### config.mk
export PLATFORM = sky130hd
export DESIGN_NAME = generator_obstacole
export DESIGN_NICKNAME = d
export VERILOG_FILES = /design/src/rtl/generator_obstacole.sv
export SDC_FILE = /design/constraint.sdc
export NUM_CORES = 1
export LEC_CHECK = 0
export ABC_AREA = 1
export BUFFER_PORTS_ARGS = -buffer_cell sky130_fd_sc_hd__buf_2
export CAP_MARGIN = 25
export CORE_ASPECT_RATIO = 0.8
export CORE_UTILIZATION = 55
export DETAILED_ROUTE_END_ITERATION = 8
export PLACE_DENSITY = 0.78
export SYNTH_ARGS = -nofsm -noshare
export SYNTH_HDL_FRONTEND = slang
export SYNTH_SLANG_ARGS = --single-unit
### constraint.sdc
create_clock -name clk_148Mhz -period 10.6 [get_ports clk_148Mhz]
set_input_delay 1.59 -clock clk_148Mhz [delete_from_list [all_inputs] [get_ports clk_148Mhz]]
set_output_delay 1.59 -clock clk_148Mhz [all_outputs]
set_load 0.005 [all_outputs]
### src/rtl/generator_obstacole.sv
// N-lane obstacle generator: moves NUM_OBS obstacles right-to-left at a fixed pitch, respawns gaps and scores passes.
// Define OBST_GOL_ALEATOR_EN to take respawn gap heights from a 16-bit LFSR instead of the mid-range constant.
module generator_obstacole #(
   parameter int NUM_OBS         = 3,
   parameter int LUNGIME_ECRAN   = 1920,
   parameter int LATIME_OBSTACOL = 50,
   parameter int SPATIU_OBS      = 660,
   parameter int X_JUCATOR       = 400,
   parameter int GOL_MIN         = 200,
   parameter int GOL_BITI        = 9,
   parameter int W               = 12
) (
   input  logic                 clk_148Mhz,
   input  logic                 reset,
   input  logic                 tick_obs,
   input  logic                 start,
   input  logic                 pauza,
   input  logic                 coliziune,
   input  logic [5:0]           viteza,
   output logic [NUM_OBS*W-1:0] x_obs,
   output logic [NUM_OBS*W-1:0] y_gol,
   output logic [NUM_OBS-1:0]   activ,
   output logic [15:0]          scor,
   output logic                 scor_puls,
   output logic [1:0]           stare
);

   typedef enum logic [1:0] {
      IDLE  = 2'd0,
      RUN   = 2'd1,
      PAUZA = 2'd2,
      OPRIT = 2'd3
   } stare_t;

   localparam logic [W-1:0] PERIOADA = W'(NUM_OBS * SPATIU_OBS);
   localparam logic [W-1:0] X_JUC    = W'(X_JUCATOR);
   localparam logic [W-1:0] GOL_MID  = W'(GOL_MIN + 2**(GOL_BITI-1));

   if (NUM_OBS < 1 || NUM_OBS > 8 ||
       NUM_OBS * SPATIU_OBS < LUNGIME_ECRAN + LATIME_OBSTACOL) begin : g_param_invalid
      $error("generator_obstacole: NUM_OBS or SPATIU_OBS out of range");
   end

   stare_t       stare_q, stare_d;
   logic [W-1:0] x_q [NUM_OBS];
   logic [W-1:0] x_d [NUM_OBS];
   logic [W-1:0] y_q [NUM_OBS];
   logic [W-1:0] y_d [NUM_OBS];
   logic [15:0]  scor_q, scor_d;
   logic         puls_q, puls_d;

   function automatic logic [W-1:0] pozitie_init(input int i);
      return W'(LUNGIME_ECRAN + i * SPATIU_OBS);
   endfunction

`ifdef OBST_GOL_ALEATOR_EN
   logic [15:0] lfsr_q;

   // Fibonacci taps 16,14,13,11: maximal length, so a non-zero seed never reaches 0.
   always_ff @(posedge clk_148Mhz) begin
      if (reset) lfsr_q <= 16'hACE1;
      else       lfsr_q <= {lfsr_q[14:0], lfsr_q[15] ^ lfsr_q[13] ^ lfsr_q[12] ^ lfsr_q[10]};
   end

   function automatic logic [W-1:0] gol_nou(input logic [GOL_BITI-1:0] r, input int k);
      logic [2*GOL_BITI-1:0] dublu;
      dublu = {r, r} << (k % GOL_BITI);
      return W'(GOL_MIN) + W'(dublu[2*GOL_BITI-1 -: GOL_BITI]);
   endfunction
`endif

   always_comb begin
      logic         mutare;
      logic [W-1:0] viteza_w;
      logic [16:0]  suma;
      int           nr_scor;
`ifdef OBST_GOL_ALEATOR_EN
      int           rang;
      rang = 0;
`endif
      // NOTE: combinational next-state uses blocking '=' with every output defaulted first, so no latches are inferred.
      stare_d  = stare_q;
      x_d      = x_q;
      y_d      = y_q;
      scor_d   = scor_q;
      puls_d   = 1'b0;
      mutare   = 1'b0;
      viteza_w = W'(viteza);
      suma     = '0;
      nr_scor  = 0;

      // State is decided before motion: a tick that coincides with leaving RUN is dropped.
      case (stare_q)
         IDLE, OPRIT: begin
            if (!coliziune && start) begin
               for (int i = 0; i < NUM_OBS; i++) begin
                  x_d[i] = pozitie_init(i);
                  y_d[i] = GOL_MID;
               end
               scor_d  = '0;
               stare_d = RUN;
            end
         end
         RUN: begin
            if (coliziune)  stare_d = OPRIT;
            else if (pauza) stare_d = PAUZA;
            else            mutare  = tick_obs && (viteza != 6'd0);
         end
         PAUZA: begin
            if (coliziune)   stare_d = OPRIT;
            else if (!pauza) stare_d = RUN;
         end
         default: stare_d = IDLE;
      endcase

      if (mutare) begin
         for (int i = 0; i < NUM_OBS; i++) begin
            if (x_q[i] >= viteza_w) begin
               x_d[i] = x_q[i] - viteza_w;
               if (x_q[i] >= X_JUC && x_d[i] < X_JUC) nr_scor++;
            end else begin
               // Adding the full ring length keeps the pitch exact and cannot underflow.
               x_d[i] = x_q[i] + PERIOADA - viteza_w;
`ifdef OBST_GOL_ALEATOR_EN
               y_d[i] = gol_nou(lfsr_q[GOL_BITI-1:0], rang);
               rang++;
`else
               y_d[i] = GOL_MID;
`endif
            end
         end
      end

      if (nr_scor != 0) begin
         puls_d = 1'b1;
         suma   = {1'b0, scor_q} + 17'(nr_scor);
         scor_d = suma[16] ? 16'hFFFF : suma[15:0];
      end
   end

   // NOTE: sequential state uses non-blocking '<='; the position/gap arrays are a few registers, not a RAM, so resetting them is fine.
   always_ff @(posedge clk_148Mhz) begin
      if (reset) begin
         stare_q <= IDLE;
         for (int i = 0; i < NUM_OBS; i++) begin
            x_q[i] <= pozitie_init(i);
            y_q[i] <= GOL_MID;
         end
         scor_q <= '0;
         puls_q <= 1'b0;
      end else begin
         stare_q <= stare_d;
         x_q     <= x_d;
         y_q     <= y_d;
         scor_q  <= scor_d;
         puls_q  <= puls_d;
      end
   end

   always_comb begin
      x_obs = '0;
      y_gol = '0;
      activ = '0;
      for (int i = 0; i < NUM_OBS; i++) begin
         x_obs[i*W +: W] = x_q[i];
         y_gol[i*W +: W] = y_q[i];
         activ[i]        = (x_q[i] < W'(LUNGIME_ECRAN));
      end
   end

   assign scor      = scor_q;
   assign scor_puls = puls_q;
   assign stare     = stare_q;

endmodule

# == After elaboration in Yosys (flattened, before gate mapping) ==
# Cells that the tools add are included.
# totals
regBits,91
latch_bits,0
ramBits,0
mem_bits_ro,0
output_inout_bits,94
memories,0
# classes
add_sub_neg,12
multipliers,0
div_mod_pow,0
order_cmp,12
n_eq_ne,6
n_shift,0
muxes,35
bitwise_logic,0
reduce_logical,17
# ops
operator,n
$mux W32,7
$mux W36,6
$mux W12,6
$sub A12 B6 Y12,6
$add A32 B2 Y32 const B,2
$mux W16,4
$add A12 B11 Y12 const B,3
$ge A12 B6 Y1,3
$ge A12 B9 Y1 const B,3
$lt A12 B11 Y1 const B,3
$lt A12 B9 Y1 const B,3
$reduce_bool A32 Y1,1
$add A16 B17 Y17,1
$mux W2,5
$reduce_bool A2 Y1,4
$mux W1,6
$ne A3 B3 Y1 const B,2
$pmux W2 S3,1
$reduce_bool A6 Y1,1
$logic_and A1 B1 Y1,5
$eq A2 B2 Y1 const B,2
$reduce_and A2 Y1,2
$reduce_and A3 Y1,1
$eq A2 B1 Y1 const B,1
4 further kinds,4

# == Longest topological paths before layout ==
# Gate-level depths: netlist (run 1).
# depth
word_depth,17
depth_mapped,37

# == Worst setup path after synthesis (run 1) ==
# No wires, ideal clock.
# synth_path
path_kind,in2reg
from,input port viteza[1]
to,"register scor_q[14], in the netlist scor[14]"
arrival_ns,6.044
setup_slack_ns,4.498
cell_stages,31
n_path_buf,0
path_cell_list,inv_1 ha_1 fa_1 nand2_1 o2111ai_1 a21boi_0 nand2_1 xor2_1 nor4_1 ha_1 nand2_1 nand2_1 ha_1 inv_1 nand3_2 nand2_1 nor2_2 fa_1 nand2_1 inv_1 nor2_1 nor3_1 inv_1 nor3_1 inv_1 nor4_1 nand2_1 or2_2 nand3_1 nand2_1 nand2_1
# synth_between
elab_chain_len,17
elab_cells_between_ends,35
cone_classes,add/sub: 6; order compare: 6; mux: 14; reduce/logical: 9
# synth_lines
item,line_no,text
from (decl),19,"input logic [5:0] viteza,"
$sub A12 B6 Y12,119,x_d[i] = x_q[i] - viteza_w;
$lt A12 B9 Y1,120,if (x_q[i] >= X_JUC && x_d[i] < X_JUC) nr_scor++;
$logic_and A1 B1 Y1,120,
$mux W1,120,
$mux W1,118,if (x_q[i] >= viteza_w) begin
$mux W32,116,if (mutare) begin
$add A32 B2 Y32,120,
$mux W32,120,
$mux W32,118,
$mux W32,116,
$add A32 B2 Y32,120,
$mux W32,120,
$mux W32,118,
$mux W32 *,116,
$add A16 B17 Y17 / $reduce_bool A32 Y1 (equally long branches),"136, 134",
$mux W16 / $reduce_bool A2 Y1 (equally long branches),--,
$mux W16 / $reduce_and A2 Y1 (equally long branches),--,
to (signal assigned),155,scor_q <= scor_d;
to (decl),49,"logic [15:0] scor_q, scor_d;"
# Every way passes the cells marked *; elsewhere a longest branch is shown, timed or not. The select of a mux whose other input is x is not followed.
# A chain may end at the register's enable or synchronous reset.

# == Final worst setup path (run 1) ==
# Ends and elaborated chain as after synthesis.

==> qor.csv, run 1 <==
stage;metric;value;unit
run_status;status;completed;
global_routing;grt_pass1_wl;29900;um
clocking;cts.path.max_buffers;2;
floorplan;std_cell_rows;35;
clocking;clock_sinks;91;
global_routing;grt_usage;29.5;%
yosys;syn_inst;1009;
clocking;cts_buffers;9;
critical_path;cpMostUsedCell;nand2_1;
global_routing;grt_pass1_vias;5969;
floorplan;initial_core_util;57.7;%
hold_path;min_path_type;flop to flop;
finish;post-route-util;65.8;%
timing;min_period_over_period;64.5;%
placement;dpl_cell_area;7400;um2
job;max_cap_violations;0;
critical_path;slowest_delay;400;ps
critical_path;rr_endpoint;scor[14];
power_and_ir_drop;power.total;0.934;mW
timing;setup_ws;3760;ps
power_and_ir_drop;pwr_density_cell;121;nW/um2
timing;worst_clock_skew;15.8;ps
critical_path;criticalPathCategory;input pin to flop;
clocking;htreeDepth;3;
critical_path;cp-end-kind;flop;
route;wl_per_cell;14.5;um
timing;maxSlewHeadroom;37.4;%
floorplan;dieWidth;126;um
yosys;netlist_top_cells_area;dfxtp_1 (27%), nand2_1 (13%), ha_1 (12%);
clocking;clkLatencyLatePin;360;ps
yosys;async_reset_ff_share;0;%
yosys;ys_seq_area_share;26.9;%
timing;hold-worst-slack;424;ps
yosys;syn_avg_cell_area;6.71;um2
global_routing;antenna_found_initial;0;
yosys;ys.flop_type;dfxtp_1;
placement;dpl.hpwl;13700;um
yosys;synth_largest_area_cell;dfxtp_1;
finish;final_cell_mix;nand2_1 (238), inv_1 (173), buf_2 (105), nor2_1 (98), dfxtp_1 (91);
critical_path;cp_slowest_cell;fa_1;
route;routed-via-count;6710;
route;dr.pass1.iters;6;
timing;setup_viol;0;
power_and_ir_drop;ir_worst_vdd;0.0786;mV
yosys;synth_cell_types;46;
yosys;synth.net_count;1096;
timing;max_freq;146;MHz
critical_path;start_kind;input pin;
critical_path;r2r_cells;30;
global_routing;overflow;0;
clocking;clk_pin_slew;70;ps
timing;setup-tns-final;0;ps
critical_path;crit_arrival;7130;ps
finish;nNetsFinal;1195;
yosys;yosysWarnings;0;
timing;rsz0062_at_grt;no;
finish;diodes;0;
timing;slew_violations;0;
critical_path;worstPathMaxFanout;6;
timing;worstMarginPinSlew;938;ps
floorplan;io_pins;106;
critical_path;worstPathRequired;10890;ps
hold_path;min_delay_worst_endpoint;y_gol[25];
floorplan;core-area;11700;um2
hold_path;hp-start;y_gol[25];
finish;fin_area;7730;um2
finish;layout_commonest_cell;nand2_1;
critical_path;reg2reg_slack;4930;ps
clocking;cts_tree;yes;
placement;dp_cells;1244;
route;drt-total-wl;18300;um
placement;gp_congestion;0.983;
clocking;root_buffer;clkbuf_16;
route;drc;0;
hold_path;hold_depth;2;
timing;final_hold_viol_count;0;
finish;drive_above_1_share;16.4;%
floorplan;die_area;12800;um2
placement;port_buffers;105;
yosys;ys_ff_latch;91;
yosys;synth-edff-count;0;
floorplan;die_y;101;um
placement;pre_cts_slack;3650;ps
route;drtIter0Drc;638;
yosys;synth_top_cell_area_share;26.9;%
route;drtAntennaViolNets;0;
finish;stdcell_count;1261;
clocking;cts-hold-fix-buffers;0;
timing;fin_crit;6840;ps
finish;syn_to_final_growth;14.1;%
clocking;post-cts-setup-buffers;0;
route;viasPerCell;5.32;
critical_path;r2r_start;x_obs[13];
yosys;synth_area;6770;um2
global_routing;grt_max_degree;32;
clocking;post_cts_resized;0;
finish;fillers;1050;
power_and_ir_drop;total_leakage_power;3.89;nW
kinds of logic (layout without fill, tap and decap cells):
logic type | Yosys count | count (layout) | share of synthesized area (%)
buffers and inverters | 201 | 305 | 11.6
flip-flops | 91 | 91 | 26.9
AO/OA/AOI/OAI | 132 | 132 | 11.0
adder cells (fa/ha/maj) | 75 | 75 | 15.0
XOR/XNOR | 27 | 27 | 3.72
AND/OR/NAND/NOR | 483 | 483 | 31.8
final cells by class:
cell class / count / area (um2) / share of cell area [%]
Clock inverter: 7 / 91.3 / 1.18
Timing Repair Buffer: 109 / 559 / 7.24
Multi-Input combinational cell: 717 / 4170 / 53.9
Clock buffer: 9 / 225 / 2.91
Tap cell: 148 / 185 / 2.40
Inverter: 180 / 676 / 8.74
Sequential cell: 91 / 1820 / 23.6
worst max path at each step:
stage	startpoint	to	slack (ps)	depth (start not counted)
after global routing	viteza[1]	scor[14]	3190	32
final	viteza[1]	scor[14]	3760	32
after detailed placement	viteza[1]	scor[14]	3650	32
after CTS	viteza[1]	scor[14]	3860	32
after floorplan	viteza[1]	scor[14]	4500	31
after global placement	viteza[1]	scor[14]	3840	32
registers in the layout (all words and copies together), names as in the netlist:
register   cells
x_obs         36
y_gol         36
scor          16
stare          2
scor_puls      1
synth_stat cells (3+ instances only):
cell type	instances
or2_2	20
nand3_1	74
xor2_1	22
fa_1	10
o211ai_1	7
ha_1	65
xnor2_1	3
nand2_1	238
clkbuf_1	16
nor2_1	99
nor3_1	10
a31oi_1	6
nor2_2	5
inv_2	6
inv_1	173
nand4_1	9
nand3_2	4
nor4_1	3
nand2_2	8
a21oi_1	55
dfxtp_1	91
a41oi_1	3
o21ai_0	46
o22ai_1	4
nor2_4	4
nand3b_1	4
power by group:
| part | internal, mW | switching (mW) | total [mW] |
|---|---|---|---|
| clock network | 0.171 | 0.167 | 0.338 |
| registers | 0.351 | 0.0121 | 0.363 |
| logic | 0.0789 | 0.154 | 0.233 |
metal layers:
| layer | up-vias | global-route usage (%) | wire (um) |
|---|---|---|---|
| li1 | 3382 | - | - |
| met1 | 2976 | 43.5 | 8950 |
| met2 | 323 | 43.9 | 7400 |
| met3 | 29 | 5.02 | 1670 |
| met4 | 0 | 8.43 | 295 |
| met5 | - | 0 | 0 |
worst max-delay path: cells and delay by family:
family	cells	cell delay, ps
buffers and inverters	6	600
and+or+nand+nor	18	2640
adders and majority gates	5	1560
AOI/OAI and AO/OA	2	550
xor gates and xnor gates	1	180
Note: power is estimated with default switching activity, not from simulation.
==> run 2, diff against run 1 <==
==> constraint.sdc (replaced) <==
create_clock -name clk_148Mhz -period 6.7 [get_ports clk_148Mhz]
set_input_delay 1.005 -clock clk_148Mhz [delete_from_list [all_inputs] [get_ports clk_148Mhz]]
set_output_delay 1.005 -clock clk_148Mhz [all_outputs]
set_load 0.005 [all_outputs]
==> run 2 against run 1 <==
Cell area about the same. Setup slack got worse by 3200 ps. Clock power is 56% higher. Non-clock buffer count is the same. Via count decreased by 0.58%. Worst hold slack lost 0.74 ps. Core utilization is essentially flat. Routed wire length is 0.57% lower. Flip-flop and latch count is the same. Largest cell class unchanged.
==> qor.csv, run 2 (synthesis gave the netlist of run 1 again) <==
stage;metric;value;unit;change
global_routing;grt_pass1_vias;6044;;+1.3%
timing;fin_crit;6120;ps;
clocking;clk_pin_slew;70;ps;about the same
hold_path;min_path_type;flop to flop;;
run_status;status;completed;;
finish;nNetsFinal;1195;;unchanged
critical_path;criticalPathCategory;input pin to flop;;
floorplan;core-area;11700;um2;unchanged
timing;setup-tns-final;0;ps;unchanged
finish;diodes;0;;unchanged
power_and_ir_drop;total_leakage_power;3.88;nW;about the same
finish;layout_commonest_cell;nand2_1;;
route;drt-total-wl;18200;um;-0.57%
route;dr.pass1.iters;5;;-1
critical_path;worstPathRequired;6990;ps;-3900 ps
critical_path;crit_family;simple AND/OR/NAND/NOR gates;;
clocking;cts.path.max_buffers;2;;unchanged
timing;rsz0062_at_grt;no;;
finish;seq_area;1820;um2;unchanged
critical_path;start_kind;input pin;;
floorplan;initial_core_util;57.7;%;unchanged
placement;port_buffers;105;;unchanged
route;drc;0;;unchanged
clocking;root_buffer;clkbuf_16;;
global_routing;grt_usage;29.6;%;+0.094 points
global_routing;grt_max_degree;32;;unchanged
timing;max_freq;163;MHz;
timing;maxSlewHeadroom;40.5;%;+3.1 points
critical_path;cp_slowest_cell;a21boi_0;;
finish;drive_above_1_share;16.4;%;+0.090 points
critical_path;crit_arrival;6410;ps;-720 ps
route;drtIter0Drc;638;;unchanged
clocking;cts_buffers;9;;unchanged
clocking;htreeDepth;3;;unchanged
route;drtAntennaViolNets;0;;unchanged
route;routed-via-count;6671;;-0.58%
timing;worst_clock_skew;9.15;ps;-6.65 ps
critical_path;worstPathMaxFanout;6;;unchanged
critical_path;cpMostUsedCell;nand2_1;;
critical_path;critical_path_buf_inv_count;6;;unchanged
power_and_ir_drop;pwr_density_cell;190;nW/um2;+57%
timing;worstMarginPinSlew;891;ps;-46.5 ps
clocking;post-cts-setup-buffers;0;;unchanged
route;wl_per_cell;14.4;um;-0.57%
floorplan;dieWidth;126;um;unchanged
clocking;clock_sinks;91;;unchanged
floorplan;io_pins;106;;unchanged
clocking;clkLatencyLatePin;350;ps;about the same
floorplan;std_cell_rows;35;;unchanged
clocking;cts_tree;yes;;
timing;min_period_over_period;91.4;%;
floorplan;die_area;12800;um2;unchanged
timing;setup_viol;0;;unchanged
finish;multi_input_area;4170;um2;about the same
finish;fillers;1068;;+1.7%
global_routing;grt_pass1_wl;30100;um;+0.69%
global_routing;antenna_found_initial;0;;unchanged
timing;final_hold_viol_count;0;;unchanged
finish;final_cell_mix;nand2_1 (237), inv_1 (173), buf_2 (105), nor2_1 (98), dfxtp_1 (91);;
floorplan;die_y;101;um;unchanged
global_routing;overflow;0;;unchanged
finish;syn_to_final_growth;14.1;%;about the same
finish;post-route-util;65.8;%;about the same
placement;dpl.hpwl;13700;um;-0.48%
timing;slew_violations;0;;unchanged
critical_path;slowest_delay;400;ps;about the same
route;viasPerCell;5.29;;-0.58%
job;max_cap_violations;0;;unchanged
critical_path;cp-end-kind;flop;;
placement;gp_congestion;0.918;;-6.6%
power_and_ir_drop;ir_worst_vdd;0.135;mV;+71%
==> run 2: final timing paths <==
| check | start | endpoint | slack (ps) | depth (start not counted) |
|---|---|---|---|---|
| max reg2reg | x_obs[12] | scor[14] | 1190 | 36 |
| max | viteza[1] | scor[14] | 580 | 32 |
| min reg2reg | y_gol[28] | y_gol[28] | 420 | 2 |
| min | y_gol[28] | y_gol[28] | 420 | 2 |
==> run 2: what timing repair did <==
| item | CTS | global route |
|---|---|---|
| setup endpoints to repair | 0 | 2 |
| resized for setup | 0 | 1 |
| hold buffers | 0 | 0 |
==> run 2: metal layers <==
metal,global-route usage (%),wire (um)
met1,43.5,8980
met2,45.9,7740
met5,0,0
met4,6.21,153
met3,4.33,1330
==> run 2: worst min-delay path: stages, from the launching register on <==
cell and delay, ps:
dfxtp_1 310, inv_1 40, nor2_1 30
==> run 2: stage by stage <==
step           hold WS, ps  power, mW  worst slack (ps)  cells  instance area, um2
5_1_grt                443       1.55              65.3   1261                7720
3_5_place_dp           414      0.946               286   1245                7410
2_1_floorplan          425      0.847              1180   1009                6770
4_1_cts                425       1.48               604   1261                7720
6_report               423       1.47               579   1261                7720
3_3_place_gp           411      0.940               533   1245                7410
==> run 2: area by class of cell <==
type | count | area share [%]
multi-input combinational | 717 | 54.0
sequential | 91 | 23.6
inverter | 180 | 8.75
timing repair buffer | 109 | 7.19
clock buffer | 9 | 2.92
tap | 148 | 2.40
clock inverter | 7 | 1.18
==> run 2: where the power goes <==
group | switching [mW] | leakage (nW) | total [mW] | internal, mW
logic | 0.242 | 3.00 | 0.366 | 0.125
registers | 0.0205 | 0.735 | 0.576 | 0.556
clock network | 0.258 | 0.152 | 0.528 | 0.270
==> run 3, diff against run 2 <==
--- a/config.mk
+++ b/config.mk
@@ -9,6 +9,7 @@
 export BUFFER_PORTS_ARGS = -buffer_cell sky130_fd_sc_hd__buf_2
 export CAP_MARGIN = 25
 export CORE_ASPECT_RATIO = 0.8
+export CORE_MARGIN = 2
 export CORE_UTILIZATION = 55
 export DETAILED_ROUTE_END_ITERATION = 8
 export PLACE_DENSITY = 0.78
==> run 3 against run 2 <==
Cell count is 0.32% higher. Register-to-register slack hardly changed. Maximum frequency is 0.18% higher. Combinational power hardly changed. Routed wire length is 0.56% lower. Worst hold slack better by 4.0 ps. Setup slack better by 11 ps. Sequential share of layout area is 0.069 points lower. Largest power group unchanged.
==> qor.csv, run 3 (synthesis gave the netlist of run 1 again) <==
stage;metric;value;unit;change
placement;port_buffers;105;;unchanged
finish;stdcell_count;1265;;+0.32%
clocking;htreeDepth;3;;unchanged
floorplan;core-area;12100;um2;+2.9%
power_and_ir_drop;seqPwrFrac;38.9;%;-0.3 points
clocking;root_buffer;clkbuf_16;;
critical_path;slowest_delay;410;ps;about the same
critical_path;worstPathRequired;7000;ps;about the same
job;max_cap_violations;0;;unchanged
finish;drive_above_1_share;16.4;%;-0.090 points
clocking;clock_sinks;91;;unchanged
finish;fin_area;7750;um2;+0.29%
critical_path;critical_path_buf_inv_count;6;;unchanged
placement;dpl_cell_area;7430;um2;+0.34%
timing;setup_viol;0;;unchanged
timing;setup_ws;590;ps;+11.3 ps
finish;nNetsFinal;1195;;unchanged
power_and_ir_drop;power_frac_clock;36.3;%;+0.4 points
critical_path;crit_arrival;6410;ps;about the same
placement;dpl.hpwl;13600;um;-0.24%
finish;multi_input_area;4170;um2;about the same
power_and_ir_drop;p_sw;0.527;mW;+1.3%
route;dr.pass1.iters;6;;+1
power_and_ir_drop;total_leakage_power;3.89;nW;+0.18%
route;routed-via-count;6651;;-0.30%
floorplan;die_y;103;um;+2.0%
critical_path;cp_slowest_cell;nor4_1;;
route;viasPerCell;5.26;;-0.62%
hold_path;hold_depth;2;;unchanged
critical_path;worstPathMaxFanout;6;;unchanged
floorplan;die_area;13200;um2;+3.6%
finish;seq_area;1820;um2;unchanged
placement;gp_congestion;1.02;;+11%
critical_path;cp_num_cells;32;;unchanged
critical_path;criticalPathCategory;input pin to flop;;
power_and_ir_drop;ir_worst_vdd;0.141;mV;+4.5%
global_routing;grt_max_degree;29;;-9.4%
clocking;post-cts-setup-buffers;0;;unchanged
timing;max_freq;164;MHz;+0.18%
global_routing;grt_pass1_wl;29300;um;-2.6%
finish;syn_to_final_growth;14.5;%;
route;drc;0;;unchanged
critical_path;crit_family;simple AND/OR/NAND/NOR gates;;
timing;setup-tns-final;0;ps;unchanged
placement;pre_cts_slack;366;ps;+80.0 ps
global_routing;grt_usage;27.7;%;-1.9 points
run_status;status;completed;;
timing;worstMarginPinSlew;850;ps;-41.1 ps
critical_path;start_kind;input pin;;
finish;layout_commonest_cell;nand2_1;;
floorplan;initial_core_util;56.1;%;-1.6 points
floorplan;io_pins;106;;unchanged
timing;slew_violations;0;;unchanged
clocking;cts.path.max_buffers;2;;unchanged
timing;final_hold_viol_count;0;;unchanged
power_and_ir_drop;pwr_density_cell;191;nW/um2;+0.24%
timing;worst_clock_skew;12.7;ps;+3.54 ps
clocking;cts_buffers;9;;unchanged
route;drt-total-wl;18100;um;-0.56%
global_routing;grt_pass1_vias;5942;;-1.7%
clocking;cts-hold-fix-buffers;0;;unchanged
route;wl_per_cell;14.3;um;-0.87%
global_routing;antenna_found_initial;0;;unchanged
power_and_ir_drop;p_int;0.952;mW;+0.13%
route;drtIter0Drc;602;;-5.6%
finish;fillers;1116;;+4.5%
clocking;post_cts_resized;0;;unchanged
critical_path;cpMostUsedCell;nand2_1;;
placement;dp_cells;1249;;+0.32%
hold_path;min_path_type;flop to flop;;
timing;fin_crit;6110;ps;-11.3 ps
timing;rsz0062_at_grt;no;;
power_and_ir_drop;sw_frac_of_total;35.6;%;+0.26 points
clocking;cts_tree;yes;;
power_and_ir_drop;p_comb_share;24.8;%;about the same
critical_path;r2r_cells;30;;-17%
finish;final_cell_mix;nand2_1 (238), inv_1 (173), buf_2 (105), nor2_1 (98), dfxtp_1 (91);;
floorplan;dieWidth;128;um;+1.6%
timing;min_period_over_period;91.2;%;-0.17 points
critical_path;cp-end-kind;flop;;
finish;diodes;0;;unchanged
clocking;clkLatencyLatePin;360;ps;about the same
timing;maxSlewHeadroom;43.2;%;+2.7 points
route;drtAntennaViolNets;0;;unchanged
global_routing;overflow;0;;unchanged
floorplan;std_cell_rows;36;;+2.9%
clocking;clk_pin_slew;80;ps;about the same
-- run 3: cell types whose count changed in the layout (fill, tap and decap cells not counted) --
cell	delta
buf_16	+1
buf_4	-1
nand2_1	+1
nand2_2	-1
-- run 3: power by group through the flow --
stage / sequential [mW] / clock, mW / combinational, mW
floorplan: 0.584 / 0 / 0.263
global placement: 0.588 / 0 / 0.348
detailed placement: 0.588 / 0 / 0.356
CTS: 0.575 / 0.543 / 0.359
global route: 0.578 / 0.563 / 0.411
finish: 0.576 / 0.537 / 0.366
-- run 3: layout make-up --
| class | instances | share of cell area (%) |
|---|---|---|
| multi-input cells | 717 | 53.8 |
| flip-flops and latches | 91 | 23.5 |
| inverters | 180 | 8.72 |
| repair buffers | 109 | 7.43 |
| clock buffers | 9 | 2.91 |
| well taps | 152 | 2.45 |
| clock inverters | 7 | 1.18 |
-- run 3: worst register-to-register path: cells and delay by family (launching register included) --
kind | cells | cell delay (ps)
compound gates | 2 | 520
xor+xnor | 1 | 190
fa+ha+maj | 5 | 1480
buf+inv | 4 | 340
flops | 1 | 370
simple gates | 18 | 2550
-- run 3: through the flow --
stage                     hold WS (ps)  total power, mW  util, %
final                              427             1.48     64.2
after CTS                          427             1.48     64.2
after floorplan                    425            0.847        -
after detailed placement           415            0.944     61.6
after global placement             412            0.936     61.3
after global routing               448             1.55     64.2
-- run 3: path summary, 6_finish.rpt --
check | end | slack (ps) | start
setup / recovery | scor[14] | 590 | viteza[1]
hold / removal | y_gol[0] | 430 | y_gol[0]
setup reg to reg | scor[14] | 1180 | x_obs[13]
hold reg to reg | y_gol[0] | 430 | y_gol[0]
-- run 3: metal layers --
metal | track usage (%) | routed length (um) | share of wire (%)
met5 | 0 | 0 | 0
met1 | 41.4 | 8730 | 48
met3 | 4.58 | 1520 | 8.4
met2 | 41.1 | 7550 | 42
met4 | 7.95 | 307 | 1.7
